===== src/rtl/cwalk_ctrl_pkg.sv =====
// Shared definitions for the crosswalk controller: state encoding and
// elaboration-time width helpers.
package cwalk_ctrl_pkg;

    // Encoding 2'd3 is unused; the FSM falls back to HAND if it ever appears.
    typedef enum logic [1:0] {
        ST_HAND  = 2'd0,
        ST_WALK  = 2'd1,
        ST_COUNT = 2'd2
    } state_t;

    function automatic int max_int(input int a, input int b);
        return (a > b) ? a : b;
    endfunction

    function automatic int pc_width(input int div);
        return (div > 1) ? $clog2(div) : 1;
    endfunction

endpackage


===== src/rtl/cwalk_tick.sv =====
// Timing-tick prescaler: pc counts 0..TICK_DIV-1 and pulses tick on the
// last count. i_clr restarts the count so every state starts on a fresh tick.
module cwalk_tick #(
    parameter int TICK_DIV = 50_000_000,
    parameter int PC_W     = 26
) (
    input  logic            clk,
    input  logic            reset_n,
    input  logic            i_clr,
    output logic            o_tick,
    output logic [PC_W-1:0] o_pc
);

    logic [PC_W-1:0] r_pc;

    assign o_tick = (r_pc == PC_W'(TICK_DIV - 1));
    assign o_pc   = r_pc;

    // NOTE: reset is sampled on the clock edge, and all state updates use <=
    // so every register sees the pre-edge values of its neighbours.
    always_ff @(posedge clk) begin
        if (!reset_n || i_clr) begin
            r_pc <= '0;
        end else if (o_tick) begin
            r_pc <= '0;
        end else begin
            r_pc <= r_pc + PC_W'(1);
        end
    end

endmodule


===== src/rtl/cwalk_ctrl.sv =====
// Pedestrian-crossing controller: HAND -> WALK -> COUNT cycle with latched
// requests, a minimum don't-walk interval, auto-cycle mode and blinking hand.
module cwalk_ctrl
    import cwalk_ctrl_pkg::*;
#(
    parameter int TICK_DIV      = 50_000_000,
    parameter int MIN_HAND_SECS = 10,
    parameter int WALK_SECS     = 5,
    parameter int CNTDWN_SECS   = 9,
    parameter int NUM_W         = 4
) (
    input  logic             clk,
    input  logic             reset_n,
    input  logic             req_i,
    input  logic             auto_mode,
    output logic             walk,
    output logic             hand,
    output logic             num_on,
    output logic [NUM_W-1:0] num,
    output logic             req_pending
);

    localparam int PC_W   = pc_width(TICK_DIV);
    localparam int SECS_W = $clog2(max_int(MIN_HAND_SECS, WALK_SECS) + 1);

    if (TICK_DIV < 2 || (TICK_DIV % 2) != 0 || MIN_HAND_SECS < 1 || WALK_SECS < 1 ||
        NUM_W < 1 || CNTDWN_SECS < 0 || CNTDWN_SECS > (2**NUM_W) - 1) begin : g_param_check
        $error("cwalk_ctrl: illegal parameter combination");
    end

    state_t            r_state, w_state_nxt;
    logic [PC_W-1:0]   w_pc;
    logic              w_tick;
    logic              w_state_chg;
    logic              w_min_done;
    logic              w_go_walk;
    logic              w_req_edge;
    logic [SECS_W-1:0] r_secs;
    logic [NUM_W-1:0]  r_num;
    logic              r_req_q;
    logic              r_req_pending;

    cwalk_tick #(
        .TICK_DIV (TICK_DIV),
        .PC_W     (PC_W)
    ) u_tick (
        .clk     (clk),
        .reset_n (reset_n),
        .i_clr   (w_state_chg),
        .o_tick  (w_tick),
        .o_pc    (w_pc)
    );

    assign w_min_done  = (r_secs == SECS_W'(MIN_HAND_SECS)) ||
                         (w_tick && r_secs == SECS_W'(MIN_HAND_SECS - 1));
    assign w_req_edge  = req_i && !r_req_q;
    assign w_state_chg = (w_state_nxt != r_state);

    // NOTE: every always_comb output gets a default first, so no path can
    // leave a value held and infer a latch.
    always_comb begin
        w_state_nxt = r_state;
        w_go_walk   = 1'b0;
        case (r_state)
            ST_HAND: begin
                if (w_min_done && (r_req_pending || auto_mode)) begin
                    w_state_nxt = ST_WALK;
                    w_go_walk   = 1'b1;
                end
            end
            ST_WALK: begin
                if (w_tick && r_secs == SECS_W'(WALK_SECS - 1)) begin
                    w_state_nxt = ST_COUNT;
                end
            end
            ST_COUNT: begin
                if (w_tick && r_num == '0) begin
                    w_state_nxt = ST_HAND;
                end
            end
            default: w_state_nxt = ST_HAND;
        endcase
    end

    always_ff @(posedge clk) begin
        if (!reset_n) begin
            r_state       <= ST_HAND;
            r_secs        <= '0;
            r_num         <= '0;
            r_req_q       <= 1'b0;
            r_req_pending <= 1'b0;
        end else begin
            r_state <= w_state_nxt;
            r_req_q <= req_i;

            // secs saturates at the HAND minimum; COUNT timing uses num instead.
            if (w_state_chg) begin
                r_secs <= '0;
            end else if (w_tick && (r_state == ST_WALK ||
                         (r_state == ST_HAND && r_secs != SECS_W'(MIN_HAND_SECS)))) begin
                r_secs <= r_secs + SECS_W'(1);
            end

            // Leaving COUNT on num==0 forces 0, so the decrement never wraps.
            if (w_state_nxt != ST_COUNT) begin
                r_num <= '0;
            end else if (r_state == ST_WALK) begin
                r_num <= NUM_W'(CNTDWN_SECS);
            end else if (w_tick) begin
                r_num <= r_num - NUM_W'(1);
            end

            if (w_go_walk) begin
                r_req_pending <= 1'b0;
            end else if (w_req_edge && r_state != ST_WALK && !auto_mode) begin
                r_req_pending <= 1'b1;
            end
        end
    end

    assign walk        = (r_state == ST_WALK);
    assign hand        = (r_state == ST_HAND) ||
                         (r_state == ST_COUNT && w_pc < PC_W'(TICK_DIV / 2));
    assign num_on      = (r_state == ST_COUNT);
    assign num         = r_num;
    assign req_pending = r_req_pending;

endmodule


===== config.mk =====
export PLATFORM = sky130hd
export DESIGN_NAME = cwalk_ctrl
export DESIGN_NICKNAME = d
export VERILOG_FILES = /design/src/rtl/cwalk_ctrl_pkg.sv /design/src/rtl/cwalk_tick.sv /design/src/rtl/cwalk_ctrl.sv
export SDC_FILE = /design/constraint.sdc
export NUM_CORES = 1
export LEC_CHECK = 0
export BUFFER_PORTS_ARGS = -buffer_cell sky130_fd_sc_hd__buf_2
export CORE_MARGIN = 3
export CORE_UTILIZATION = 37
export DETAILED_ROUTE_END_ITERATION = 10
export MAX_ROUTING_LAYER = met4
export PLACE_DENSITY = 0.51
export SETUP_SLACK_MARGIN = 0.3
export SYNTH_ARGS = -nofsm -noshare
export SYNTH_HDL_FRONTEND = slang
export SYNTH_SLANG_ARGS = --single-unit

===== constraint.sdc =====
create_clock -name clk -period 4.54 [get_ports clk]
set_input_delay 0.227 -clock clk [delete_from_list [all_inputs] [get_ports clk]]
set_output_delay 0.227 -clock clk [all_outputs]
set_load 0.005 [all_outputs]

**After elaboration in Yosys (flattened, before gate mapping)**

Index checks and enable logic that the tools add are counted.

- Mux-type cells: 8
- Eq/ne operators: 10
- $add $sub $neg: 3
- Reduce and logical (&&, ||, !) cells: 26
- Magnitude comparators: 1
- Bitwise gates (word level): 1

Operator list:

| kind | number |
|---|---|
| $add A26 B1 Y26 const B | 1 |
| $eq A26 B26 Y1 const B | 1 |
| $lt A26 B25 Y1 const B | 1 |
| $logic_and A1 B1 Y1 | 10 |
| $eq A4 B4 Y1 const B | 2 |
| $mux W4 | 2 |
| $reduce_or A2 Y1 | 4 |
| $mux W2 | 3 |
| $pmux W2 S3 | 1 |
| $logic_or A1 B1 Y1 | 5 |
| $add A4 B1 Y4 const B | 1 |
| $eq A4 B3 Y1 const B | 1 |
| $logic_not A4 Y1 | 1 |
| $ne A4 B4 Y1 const B | 1 |
| $sub A4 B1 Y4 const B | 1 |
| $logic_not A1 Y1 | 3 |
| $reduce_or A3 Y1 | 1 |
| $eq A2 B1 Y1 const B | 1 |
| $eq A2 B2 Y1 const B | 1 |
| $logic_not A2 Y1 | 1 |
| $mux W1 | 2 |
| $ne A2 B1 Y1 const B | 1 |
| $ne A2 B2 Y1 | 1 |
| $ne A2 B2 Y1 const B | 1 |
| 2 further kinds | 2 |

- Register bits: 38
- Word-level logic and storage cells: 56
- Input bits: 4

**Longest topological paths before layout**

- Depth after elaboration: 9
- Depth in mapped cells: 9
- Gate-level depth less buffers: 6

**Modules after synthesis**

A second synthesis with hierarchy kept.

- Cells, all modules: 236
- Area, all modules: 2020.7 sq um

Modules (own cells, without submodules):

| module | seq. area each (sq um) | area each (sq um) | instances | cells an instance |
|---|---|---|---|---|
| cwalk_tick | 520.5 | 1291.2 | 1 | 155 |
| cwalk_ctrl | 240.2 | 729.4 | 1 | 81 |

**Worst setup path before layout**

Ideal clock, no wire load.

- Path kind: flip-flop to flip-flop
- From: reg u_tick.r_pc[9] (netlist: u_tick.o_pc[9])
- To: reg r_secs[2]
- Required time: 4419 ps
- Path slack: 2569 ps
- Period minus slack after synthesis: 1971 ps
- Stages on the path, launching flop included: 9
- Arrival time: 1850 ps
- Setup time: 121 ps
- Path buffers: 3
- Cell sequence: dfxtp_1 or4_1 and4b_1 buf_2 and2_1 and3_1 buf_2 buf_6 nor3_1

- Cells in the longest elaborated chain, start to end: 8

Ends and longest elaborated chain:

| element | line | text |
|---|---|---|
| start, declared | cwalk_tick.sv:14 | `logic [PC_W-1:0] r_pc;` |
| start signal, assigned | cwalk_tick.sv:27 | `r_pc <= r_pc + PC_W'(1);` |
| $eq A26 B26 Y1 * | cwalk_tick.sv:16 | `assign o_tick = (r_pc == PC_W'(TICK_DIV - 1));` |
| $logic_and A1 B1 Y1 | cwalk_ctrl.sv:55 | `(w_tick && r_secs == SECS_W'(MIN_HAND_SECS - 1));` |
| $logic_or A1 B1 Y1 | cwalk_ctrl.sv:54 | `assign w_min_done = (r_secs == SECS_W'(MIN_HAND_SECS)) \|\|` |
| $logic_and A1 B1 Y1 | cwalk_ctrl.sv:66 | `if (w_min_done && (r_req_pending \|\| auto_mode)) begin` |
| $mux W2 | cwalk_ctrl.sv:66 |  |
| $pmux W2 S3 | cwalk_ctrl.sv:64 | `case (r_state)` |
| $ne A2 B2 Y1 | cwalk_ctrl.sv:57 | `assign w_state_chg = (w_state_nxt != r_state);` |
| $reduce_or A2 Y1 (no source line) | -- |  |
| end signal, assigned | cwalk_ctrl.sv:101 | `r_secs <= r_secs + SECS_W'(1);` |
| end, declared | cwalk_ctrl.sv:38 | `logic [SECS_W-1:0] r_secs;` |

Every way passes the cells marked *; elsewhere a longest branch is shown, timed or not.
A chain may end at the register's enable or synchronous reset.

**Worst setup path in the final report**

- From: reg u_tick.r_pc[24] (netlist: u_tick.o_pc[24])
- To: reg u_tick.r_pc[9] (netlist: u_tick.o_pc[9])

- Cells in the longest elaborated chain, start to end: 9

Ends and longest elaborated chain:

| element | line | text |
|---|---|---|
| $eq A26 B26 Y1 * | cwalk_tick.sv:16 |  |
| $logic_and A1 B1 Y1 | cwalk_ctrl.sv:55 |  |
| $logic_or A1 B1 Y1 | cwalk_ctrl.sv:54 |  |
| $logic_and A1 B1 Y1 | cwalk_ctrl.sv:66 |  |
| $mux W2 | cwalk_ctrl.sv:66 |  |
| $pmux W2 S3 | cwalk_ctrl.sv:64 |  |
| $ne A2 B2 Y1 | cwalk_ctrl.sv:57 |  |
| $logic_or A1 B1 Y1 | cwalk_tick.sv:22 | `if (!reset_n \|\| i_clr) begin` |
| $reduce_or A2 Y1 (no source line) * | -- |  |

Marked as above.

==> results.md <==
Synthesis:
- The synthesized netlist cell count is 231.
- Synthesis produced a netlist with a net count of 242.
- The number of flops mapped to enable cells by yosys is 0.
- The area of the mapped netlist is 2000 um2.
- The fraction of synthesis flops using an asynchronous set or reset pin is 0%.
- The area share of the largest cell type after synthesis is 38.1%.
- In the post-synthesis netlist, the biggest area contributors are dfxtp_1, xnor2_1, nor3_1.
- For this run, the leading register cell type out of synthesis is dfxtp_1.
- The warning count from the yosys run is 0.
- The netlist uses 40 different library cells.
- The sequential cell area fraction in the yosys report is 38.1%.
- The cell type with the largest total area after synthesis is dfxtp_1.
- After synthesis, the mean cell area works out to 8.65 um2.
- In this run, synthesis produced a sequential element count of 38.

CTS:
- The clock transition time at the flip-flop clock pins of the worst setup and hold paths is 0.07 ns.
- In this run, post-CTS repair resized a total of 0 instances.
- The clock reaches the later pin of the worst-skew pair after 0.29 ns.
- The number of H-tree branching levels is 2.
- The number of buffers between clock root and the deepest sink is 2.
- Clock tree synthesis selected as its root buffer the cell clkbuf_8.
- Counting the buffers created by CTS gives 5.
- The number of clock sinks is 38.
- The buffers inserted during post-CTS setup optimization is 0.
- TritonCTS built the clock tree.
- The number of buffers inserted by hold repair at cts is 0.

Place:
- At the end of routability-driven placement, the weighted congestion stood at 0.816.
- The area after detailed placement is 2100 um2.
- Timing analysis after detailed placement gives a worst setup slack of 2.16 ns.
- Detailed placement finished with a half-perimeter wire length of 3.06 mm.
- The count of buffers from port buffering is 11.

Min path:
- Counting instances, the worst hold path has a depth of 2.
- The tightest min-delay check is of the in -> reg type.

Power and ir drop:
- VDD sags by at most 0.186 mV.
- The analysis attributes to cell leakage a power of 0.000777 uW.
- The power density over the cells is 265 nW/um2.

Die:
- The floorplan step defined a die boundary enclosing 6320 um2.
- The floorplan step set the die width to 79.5 um.
- The die extent in y is 79.5 um.
- The total area inside the core boundary comes to 5170 um2.
- Once the floorplan was initialized, standard cells occupied 38.6% of the core.
- Pin placement for this block handled 12 I/O pins.
- After floorplanning, the core was divided into 26 placement rows.

Route:
- After detailed routing, the total wire length is 4.20 mm.
- The number of vias in the routed layout is 1636.
- In this run, the number of DRC markers left after iteration 0 of detailed routing was 24.
- The length of the first detailed-routing pass in iterations is 4.
- The number of nets with antenna violations after routing is 0.
- The via density per instance is 5.24.
- In the routed design, unresolved DRC markers number 0.
- The detailed-route wire length per cell is 13.5 um.

Global route:
- The number of global-route vias before repair is 1497.
- The global-route wire length before repair is 7.10 mm.
- Summed over all layers, the global routing overflow is 0.
- Global routing consumed, over all layers together, 15.2% of the routing resources.
- The number of antenna violations at the first check in global routing is 0.
- Entering global routing, the biggest net connects 17 pins.

Finish:
- The number of nets in the final layout is 253.
- The final standard cell area without fillers is 2180 um2.
- The fill cell total of the finished layout is 548.
- The ratio of cells with drive above 1 in the final layout is 10.3%.
- The count of inserted antenna diode cells is 0.
- From synthesis to final layout, the design area changed by 9.02%.

Run:
- The max-capacitance violation count is 0.

Critical path:
- STA classifies the critical path endpoint as a register.
- STA classifies the critical path startpoint as a register.
- The number of cells traversed by the worst register-to-register path is 5.
- At the worst endpoint, the arrival time is 2.51 ns.
- Along the worst path, the maximum fanout reaches 14.
- The critical path class is reg -> reg.
- STA puts the critical path data required time at 4.69 ns.

Timing:
- The worst-case setup margin in the final layout is 2.18 ns.
- Headroom to the max-slew limit came out at 54.8%.
- The final hold violation count is 0.
- The worst-case clock skew is 0.00372 ns.
- The total count of max-transition violations in the final report is 0.
- The shortest clock period the worst path allows after layout is 2.36 ns.
- Setup repair after global routing left no endpoint under its margin.
- The slew at the pin closest to its max-slew limit is 0.672 ns.
- Dividing the final minimum period by the clock period gives 52.0%.
- Setup violations remaining at the end of the flow were counted as 0.
- Static timing analysis puts the maximum clock frequency at 424 MHz.
- Summed over all failing endpoints, the final setup total negative slack is 0 ns.

Outcome:
- The flow ran to the end, and the final reports show no timing, DRC or antenna violations.
==> synthesized netlist by cell type, types with 2 or more instances <==
master,count
nor2_1,24
o21a_1,2
or3_1,3
dfxtp_1,38
clkbuf_1,2
xnor2_1,19
nor4_4,2
buf_2,3
and2_1,4
ha_1,7
nand4_1,7
nor2b_1,3
nand3_1,18
nor3b_1,3
nand2b_1,2
inv_1,9
a21boi_0,3
and4_1,2
a21oi_1,4
nor4_1,3
xor2_1,9
and3_1,8
a31oi_1,2
nor3_1,23
nand2_1,15
o221a_2,2
==> per-layer routing <==
metal  track usage (%)  routed length (um)  vias up
met3              3.39                 130        7
met2              24.2                1980       27
li1                  -                   -      837
met1              17.9                1990      765
met4              7.73                  93        0
met5                 -                   0        -
==> per-stage QoR <==
| step | hold WS [ns] | total power [uW] | instances | utilization, % |
|---|---|---|---|---|
| final | 0.148 | 576 | 312 | 42.1 |
| after global routing | 0.158 | 596 | 312 | 42.1 |
| after CTS | 0.137 | 589 | 312 | 42.1 |
| after detailed placement | 0.450 | 362 | 305 | 40.6 |
| after global placement | 0.443 | 362 | 305 | 40.6 |
| after floorplan | 0.345 | 356 | 231 | - |
==> final timing paths <==
| kind | start | end | slack, ns |
|---|---|---|---|
| max | u_tick.o_pc[24] | u_tick.o_pc[9] | 2.18 |
| min reg2reg | u_tick.o_pc[0] | u_tick.o_pc[0] | 0.47 |
| min | req_i | r_req_q | 0.15 |
| max reg2reg | u_tick.o_pc[24] | u_tick.o_pc[9] | 2.18 |
==> power by group <==
group	leakage (uW)	internal [uW]	switching, uW
logic	0.000426	5.00	9.09
clock network	0.0000438	103	120
registers	0.000307	336	3.00
total	0.000777	444	132
==> layout by cell type, fill, tap and decap left out, types with 4 or more instances in the layout <==
master / instances
dfxtp_1: 38
nor2_1: 24
nor3_1: 23
xnor2_1: 19
nand3_1: 18
nand2_1: 15
buf_2: 11
inv_1: 9
xor2_1: 9
and3_1: 8
nand4_1: 7
ha_1: 7
clkbuf_8: 5
and2_1: 4
a21oi_1: 4
==> state kept, by name, summed over array words and instances (netlist names) <==
name,flops
r_req_q,1
r_state,2
r_secs,4
req_pending,1
u_tick.o_pc,26
num,4
==> cell type report <==
cell class              instances  area [um2]  area share, %
inverters                       9        33.8           1.55
flip-flops and latches         38         761           34.9
repair buffers                 11        55.1           2.53
well taps                      70        87.6           4.02
clock buffers                   5        68.8           3.16
clock inverters                 2        10.0          0.460
multi-input cells             177        1160           53.4
==> cell families (layout without fill, tap and decap cells) <==
group	after synthesis	in the layout	synth area share [%]
simple gates	122	122	33.8
flops	38	38	38.1
xor+xnor	28	28	12.3
compound gates	19	19	7.20
buf+inv	16	27	3.76
fa+ha+maj	7	7	4.38
mux	1	1	0.501
==> critical path, stage by stage, from the launching register on <==
cell and delay [ns]:
dfxtp_1 0.38, or4b_1 0.60, nor4_4 0.35, and2_1 0.22, and3_1 0.56, nor3_1 0.11
Power figures use the tool's default switching activity.
